File: src/rtl/timer_counter3.sv
// timer_counter3: three-channel programmable down-counter peripheral.
// Each channel has a count and reload register, a shared prescaled tick, and
// a per-channel enable/mode field in the control register. The modes are
// one-shot, periodic pulse and square wave. Register read-back is combinational.
module timer_counter3 #(
  parameter int WIDTH    = 32,
  parameter int PRESCALE = 1
) (
  input  logic             clk,
  input  logic             rst_n,
  input  logic             counter_we,
  input  logic [1:0]       counter_sel,
  input  logic [WIDTH-1:0] counter_val,
  output logic [WIDTH-1:0] counter_out,
  output logic             counter0_out,
  output logic             counter1_out,
  output logic             counter2_out
);

  localparam int            PW       = (PRESCALE > 1) ? $clog2(PRESCALE) : 1;
  localparam logic [PW-1:0] PRE_LAST = PW'(PRESCALE - 1);

  localparam logic [1:0] MODE_PERIODIC = 2'b01;
  localparam logic [1:0] MODE_SQUARE   = 2'b10;

  logic [PW-1:0]    pre_cnt;
  logic             tick;
  logic [8:0]       ctrl;
  logic [WIDTH-1:0] count  [3];
  logic [WIDTH-1:0] reload [3];
  logic [2:0]       out;
  // Marks an output that is high only because of a periodic terminal count,
  // so it is dropped on the following edge regardless of later mode changes.
  logic [2:0]       pulse;

  assign tick = (pre_cnt == PRE_LAST);

  // Free-running prescaler; wraps to 0 on the tick cycle.
  always_ff @(posedge clk or negedge rst_n) begin
    if (!rst_n) begin
      pre_cnt <= '0;
    end else if (tick) begin
      pre_cnt <= '0;
    end else begin
      pre_cnt <= pre_cnt + PW'(1);
    end
  end

  // Control register; only the nine channel bits are kept.
  always_ff @(posedge clk or negedge rst_n) begin
    if (!rst_n) begin
      ctrl <= '0;
    end else if (counter_we && counter_sel == 2'b11) begin
      ctrl <= counter_val[8:0];
    end
  end

  // Channel state: bus writes take priority over counting, and a disabled
  // channel holds both its count and its output.
  always_ff @(posedge clk or negedge rst_n) begin
    if (!rst_n) begin
      for (int i = 0; i < 3; i++) begin
        count[i]  <= '0;
        reload[i] <= '0;
      end
      out   <= '0;
      pulse <= '0;
    end else begin
      for (int i = 0; i < 3; i++) begin
        if (counter_we && counter_sel == 2'(i)) begin
          reload[i] <= counter_val;
          count[i]  <= counter_val;
          out[i]    <= 1'b0;
          pulse[i]  <= 1'b0;
        end else if (ctrl[3*i+2]) begin
          if (tick && count[i] == '0) begin
            case (ctrl[3*i +: 2])
              MODE_PERIODIC: begin
                out[i]   <= 1'b1;
                pulse[i] <= 1'b1;
                count[i] <= reload[i];
              end
              MODE_SQUARE: begin
                out[i]   <= ~out[i];
                pulse[i] <= 1'b0;
                count[i] <= reload[i];
              end
              default: begin
                out[i]   <= 1'b1;
                pulse[i] <= 1'b0;
              end
            endcase
          end else begin
            if (pulse[i]) begin
              out[i] <= 1'b0;
            end
            pulse[i] <= 1'b0;
            if (tick) begin
              count[i] <= count[i] - WIDTH'(1);
            end
          end
        end
      end
    end
  end

  // Register read-back multiplexer.
  always_comb begin
    counter_out = '0;
    case (counter_sel)
      2'b00:   counter_out = count[0];
      2'b01:   counter_out = count[1];
      2'b10:   counter_out = count[2];
      default: counter_out = WIDTH'(ctrl);
    endcase
  end

  assign counter0_out = out[0];
  assign counter1_out = out[1];
  assign counter2_out = out[2];

endmodule

File: config.mk
export PLATFORM = sky130hd
export DESIGN_NAME = timer_counter3
export DESIGN_NICKNAME = d
export VERILOG_FILES = /design/src/rtl/timer_counter3.sv
export SDC_FILE = /design/constraint.sdc
export NUM_CORES = 1
export LEC_CHECK = 0
export BUFFER_PORTS_ARGS = -buffer_cell sky130_fd_sc_hd__buf_2
export CORE_ASPECT_RATIO = 0.8
export CORE_UTILIZATION = 55
export DETAILED_ROUTE_END_ITERATION = 8
export PLACE_DENSITY = 0.84
export SETUP_SLACK_MARGIN = 0.4
export SKIP_CTS_REPAIR_TIMING = 1
export SLEW_MARGIN = 30
export SYNTH_ARGS = -nofsm -noshare
export SYNTH_HDL_FRONTEND = slang
export SYNTH_SLANG_ARGS = --single-unit
File: constraint.sdc
create_clock -name clk -period 3.6 [get_ports clk]
set_input_delay 0.18 -clock clk [delete_from_list [all_inputs] [get_ports clk]]
set_output_delay 0.18 -clock clk [all_outputs]
set_load 0.02 [all_outputs]
==> results of run 1 <==
-- routing by layer --
metal  global-route usage (%)  wire length [µm]  vias to the layer above
met5                        0                 0                        -
met4                     14.1              1580                        0
li1                         -                 -                     5169
met2                     54.1             17300                      663
met1                     51.0             16200                     5546
met3                     6.60              4310                       98
-- power by group through the flow --
stage / Sequential, mW / Clock [mW] / Combinational (mW)
floorplan: 3.39 / 0 / 1.88
global placement: 3.80 / 0 / 2.30
detailed placement: 3.84 / 0 / 2.38
CTS: 3.81 / 2.30 / 2.40
global route: 3.94 / 2.39 / 2.67
finish: 3.87 / 2.28 / 2.45
-- cells by family after synthesis --
group                      Yosys count  share of synthesized area, %
and+or+nand+nor                    640                          24.2
AOI/OAI and AO/OA                  342                          18.9
DFF                                207                          43.6
buffers and inverters              138                          4.64
muxes                               50                          5.30
xor gates and xnor gates            29                          2.14
adders and majority gates           12                          1.26
-- sequential cells by signal, indices dropped and copies added (netlist names) --
name and cells:
count 96, ctrl 9, out 3, pulse 3
reload 96
-- area by class of cell --
class | instances | area share (%)
Inverter | 39 | 1.09
Clock inverter | 10 | 0.616
Multi-Input combinational cell | 1073 | 46.2
Timing Repair Buffer | 123 | 6.17
Clock buffer | 31 | 4.74
Tap cell | 269 | 2.51
Sequential cell | 207 | 38.6
-- synth_stat cells, types with 22 or more instances --
master	n
a31oi_1	59
dfrtp_1	207
a21oi_1	47
mux2i_1	28
xnor2_1	22
nor4_1	29
nand2_1	368
nand3_1	34
nor3_1	36
inv_1	39
nor2_1	84
o211ai_1	31
clkbuf_1	77
o21ai_0	91
-- worst max path at each step --
stage | start | endpoint | cells past startpoint
2_1_floorplan | count[0] | count[30] | 9
3_3_place_gp | count[52] | count[48] | 7
3_5_place_dp | count[52] | count[46] | 7
4_1_cts | count[52] | count[46] | 7
5_1_grt | count[52] | count[46] | 7
6_report | count[52] | count[46] | 7
-- worst max-delay path, cell delays in order (launching register included) --
cell	delay, ns
dfrtp_1	0.42
or3_1	0.42
or4_1	0.57
or4_4	0.80
buf_4	0.30
o21ai_0	0.18
a21oi_1	0.06
o22a_1	0.19
-- through the flow --
stage / total power, mW / setup WS, ns / util [%] / std cells
floorplan: 5.27 / 0.939 / - / 1418
global placement: 6.10 / 0.619 / 59.9 / 1699
detailed placement: 6.22 / 0.558 / 59.9 / 1699
CTS: 8.51 / 0.543 / 63.3 / 1740
global route: 8.99 / 0.408 / 64.0 / 1752
finish: 8.59 / 0.523 / 64.0 / 1752
-- layout by cell type (no fill, tap or decap), drive strengths merged, types with 5 or more instances in the layout --
| cell | instances |
|---|---|
| inv | 40 |
| xor2 | 7 |
| xnor2 | 22 |
| o2bb2ai | 6 |
| nor4 | 31 |
| or3 | 10 |
| a31oi | 59 |
| clkbuf | 32 |
| o21a | 6 |
| dlygate4sd3 | 11 |
| nand2b | 8 |
| o22a | 14 |
| a21o | 8 |
| mux2i | 28 |
| nand2 | 368 |
| a211o | 11 |
| buf | 111 |
| or4 | 21 |
| mux2 | 13 |
| o211ai | 31 |
| clkinv | 8 |
| nand3 | 34 |
| o21ai | 92 |
| o31ai | 6 |
| nand4 | 13 |
| o221ai | 5 |
| mux4 | 9 |
| ha | 12 |
| a32oi | 10 |
| dfrtp | 207 |
| a21oi | 47 |
| o22ai | 9 |
| nor2 | 84 |
| nor3 | 37 |
| and2 | 8 |
| nor4b | 5 |
==> run_results.csv, run 1 <==
group,metric,value,unit
detailed_routing,wl_per_cell,22.4,µm
timing,slew_headroom,41.1,%
min_path,hold-path-cell-count,3,
detailed_routing,postRouteAntennaNets,0,
timing,max_freq,0.325,GHz
setup_path,start_kind,"flip-flop",
cts,cts_tree,"built",
timing,hold_viol,12,
timing,tightest_slew,0.876,ns
synthesis,yosys.area.top_type,"dfrtp_1",
finish,final-seq-area,5180,µm²
die,die_w,166,µm
power_and_ir_drop,pwr_density_cell,641,nW/µm²
min_path,hold_class,"input pin to flip-flop",
power_and_ir_drop,p_leak,6.07,nW
synthesis,synthTopCellsByArea,"dfrtp_1 (44%), nand2_1 (12%), o21ai_0 (3.8%), a31oi_1 (3.1%), nor2_1 (2.7%)",
setup_path,required,4.00,ns
cts,numCtsBuffers,23,
status,violations,"DRC, hold timing",
finish,syn_to_final_growth,12.8,%
detailed_routing,avgViaCountPerCell,6.55,
synthesis,ys_ff_latch,207,
die,num_rows,47,
synthesis,yosysWarnings,0,
setup_path,reg2regPathDepth,7,
die,coreArea,20900,µm²
cts,clockBufferDepth,3,
timing,slew_viol_final,0,
setup_path,reg2reg_slack,0.52,ns
die,start_util,56.8,%
global_route,gr-total-overflow,0,
placed_design,placed_area,12500,µm²
finish,drive_gt1_share,12.9,%
timing,min_period_over_period,85.5,%
timing,rsz0062_at_grt,"false",
power_and_ir_drop,seq_power_share,45.0,%
cts,cts_root_buf,"clkbuf_16",
synthesis,synth_top_flop_cell,"dfrtp_1",
flow_run,drv_cap,0,
detailed_routing,dr_total_vias,11500,
global_route,grt_pass1_wl,61400,µm
cts,cts_sinks,207,
die,io_pins,72,
setup_path,critPathKind,"flip-flop to flip-flop",
synthesis,syn_inst,1418,
setup_path,arrival,3.48,ns
synthesis,async_reset_ff_share,100,%
detailed_routing,drc,3,
setup_path,worstReg2RegStart,"count[52]",
setup_path,rr_endpoint,"count[46]",
detailed_routing,drt_wl_total,39300,µm
power_and_ir_drop,swShare,38.5,%
synthesis,synth.top_cell.area_share,43.6,%
timing,timing.clock.skew,0.0119,ns
placed_design,portBuffers,71,
synthesis,synth_fp_nets,1467,
placed_design,globalplace.congestion,0.970,
setup_path,crit_fanout,35,
setup_path,end_kind,"flip-flop",
finish,finalInstanceArea,13400,µm²
power_and_ir_drop,p_sw,3.31,mW
detailed_routing,first_pass_iters,9,
global_route,grt_antenna_before_repair,0,
die,fp.dieArea,22200,µm²
status,status,"finished, violations left",
cts,clk_pin_slew,0.06,ns
global_route,grt_start_max_net_pins,109,
synthesis,syn_avg_cell_area,8.38,µm²
timing,report.final.setup_viol,0,
finish,fin_nets,1516,
synthesis,ys_seq_area_share,43.6,%
power_and_ir_drop,power.internal,5.28,mW
power_and_ir_drop,p_comb_share,28.5,%
cts,htree_num_levels,1,
synthesis,synth_cell_types,69,
global_route,first_global_vias,10800,
synthesis,synth_area,11900,µm²
timing,fin_crit,3.08,ns
finish,nFillCells,1730,
power_and_ir_drop,clkPwrFrac,26.5,%
cts,worstSkewPairLatency,0.52,ns
timing,setup-tns-final,0,ns
synthesis,synth_edf_count,0,
power_and_ir_drop,peakVddDrop,0.395,mV
timing,whs,-0.0199,ns
finish,num_antenna_cells,0,
finish,multi_input_area,6190,µm²
placed_design,post-dp-hpwl,28000,µm
min_path,min_from,"counter_val[3]",
detailed_routing,drt_iter0_drc,1314,
die,die_h,133,µm
global_route,track_usage,35.7,%
min_path,worst_hold_path.endpoint,"reload[3]",
(Power assumes the default switching activity.)
==> run 2: changes to the inputs <==
HOLD_SLACK_MARGIN = 0.12   (was default)
PLACE_DENSITY = default   (was 0.84)
PLACE_DENSITY_LB_ADDON = 0.25   (was default)
==> run 2 against run 1 <==
Compared with the run above: the run ends with DRC left; global-route usage decreased by 0.70 points; register-to-register slack about the same; combinational power increased by 3%; cell count increased by 1.3%; first-iteration DRC count increased by 19%; wire length decreased by 0.20%; via count increased by 1.8%; cell area increased by 1.7%; sequential share of layout area decreased by 0.63 points; die area unchanged; sequential power about the same; count of clock-buffer cells in the layout increased by 1; critical path type unchanged; largest cell class unchanged.
==> run_results.csv, run 2 (synthesis gave the netlist of run 1 again) <==
group,metric,value,unit
cts,clockBufferDepth,3,
timing,max_freq,0.325,GHz
finish,nFillCells,1768,
power_and_ir_drop,swShare,38.6,%
timing,min_period_over_period,85.5,%
finish,drive_gt1_share,12.9,%
die,die_w,166,µm
detailed_routing,avgViaCountPerCell,6.58,
setup_path,crit_fanout,30,
finish,layout_common_cells,"nand2_1 (367), dfrtp_1 (207), o21ai_0 (91), nor2_1 (83), buf_2 (70)",
setup_path,path_buf_inv,1,
setup_path,start_kind,"flip-flop",
cts,worstSkewPairLatency,0.52,ns
timing,timing.clock.skew,0.00893,ns
timing,slew_headroom,38.5,%
finish,fin_nets,1542,
timing,tightest_slew,0.923,ns
detailed_routing,dr_total_vias,11700,
timing,setup-tns-final,0,ns
finish,reg_top3,"count x96, reload x96, ctrl x9",
finish,num_antenna_cells,0,
power_and_ir_drop,seq_power_share,44.9,%
setup_path,slowest_stage,"or4_4",
finish,syn_to_final_growth,14.6,%
finish,final_common_cell,"nand2_1",
status,violations,"DRC",
detailed_routing,drc,9,
setup_path,required,4.00,ns
die,io_pins,72,
timing,report.final.setup_viol,0,
cts,cts_sinks,207,
timing,fin_crit,3.08,ns
setup_path,arrival,3.48,ns
flow_run,drv_cap,0,
cts,cts_root_buf,"clkbuf_16",
timing,hold_viol,0,
detailed_routing,wl_per_cell,22.1,µm
setup_path,cpPeakStageDelay,0.69,ns
global_route,grt_start_max_net_pins,108,
status,status,"finished, violations left",
setup_path,end_kind,"flip-flop",
placed_design,post-dp-hpwl,27800,µm
setup_path,worstReg2RegStart,"count[40]",
cts,cts_tree,"built",
power_and_ir_drop,peakVddDrop,0.378,mV
setup_path,critPathKind,"flip-flop to flip-flop",
global_route,first_global_vias,10500,
cts,clk_pin_slew,0.06,ns
power_and_ir_drop,power.internal,5.25,mW
placed_design,portBuffers,71,
power_and_ir_drop,clkPwrFrac,25.6,%
power_and_ir_drop,p_sw,3.30,mW
min_path,hold_class,"input pin to asynchronous set/reset pin",
detailed_routing,first_pass_iters,7,
detailed_routing,drt_iter0_drc,1564,
finish,final-seq-area,5180,µm²
setup_path,path_cells,"nor4_1 > nand4_1 > or4_4 > buf_4 > o21ai_0 > a21oi_1 > o22a_1",
finish,multi_input_area,6210,µm²
setup_path,crit_start,"count[40]",
placed_design,globalplace.congestion,0.996,
die,num_rows,47,
detailed_routing,drt_wl_total,39200,µm
global_route,grt_antenna_before_repair,1,
die,fp.dieArea,22200,µm²
detailed_routing,postRouteAntennaNets,0,
cts,htree_num_levels,1,
timing,setup_ws,0.521,ns
cts,numCtsBuffers,22,
power_and_ir_drop,p_comb_share,29.5,%
die,start_util,56.8,%
global_route,track_usage,35.0,%
die,coreArea,20900,µm²
timing,rsz0062_at_grt,"true",
timing,slew_viol_final,0,
die,die_h,133,µm
power_and_ir_drop,pwr_density_cell,627,nW/µm²
global_route,grt_pass1_wl,60300,µm
power_and_ir_drop,p_leak,6.16,nW
placed_design,place_ws,0.533,ns
global_route,gr-total-overflow,0,
setup_path,crit_family,"simple AND/OR/NAND/NOR gates",
run 2: routing by layer:
metal	GRT usage, %	wire length, µm
met1	50.8	16800
met2	52.0	16800
met3	6.39	3910
met4	14.0	1700
met5	0	0
run 2: worst register-to-register path, cell delays in order (launching register included):
cell and delay, ns:
dfrtp_1 0.51, nor4_1 0.62, nand4_1 0.39, or4_4 0.69
buf_4 0.31, o21ai_0 0.20, a21oi_1 0.06, o22a_1 0.19
run 2: area by class of cell:
cell class / count / area share, %
clock buffer: 32 / 4.77
sequential: 207 / 38.0
multi-input combinational: 1073 / 45.6
inverter: 39 / 1.07
tap: 269 / 2.47
timing repair buffer: 150 / 7.92
clock inverter: 5 / 0.202
run 2: power by group through the flow:
stage / clock network (mW) / logic (mW) / registers (mW)
2_1_floorplan: 0 / 1.88 / 3.39
3_3_place_gp: 0 / 2.37 / 3.80
3_5_place_dp: 0 / 2.43 / 3.82
4_1_cts: 2.20 / 2.45 / 3.79
5_1_grt: 2.30 / 2.74 / 3.90
6_report: 2.19 / 2.52 / 3.84
run 2: worst paths after layout:
path | end | slack [ns] | depth (start not counted)
min in group clk | reload[91] | 0.36 | 5
min reg2reg | reload[45] | 0.47 | 2
max | count[46] | 0.52 | 7
max in group asynchronous | reload[24] | 2.44 | 3
min | reload[61] | 0.26 | 2
max reg2reg | count[46] | 0.52 | 7
run 2: through the flow:
stage | instances | cell area (µm²) | hold slack [ns] | power, mW | util [%]
after detailed placement | 1705 | 12600 | 0.296 | 6.26 | 60.1
after floorplan | 1418 | 11900 | -0.116 | 5.27 | -
final | 1775 | 13600 | 0.260 | 8.55 | 65.1
after global placement | 1705 | 12600 | 0.293 | 6.16 | 60.1
after CTS | 1742 | 13300 | -0.242 | 8.44 | 63.4
after global routing | 1775 | 13600 | 0.361 | 8.94 | 65.1
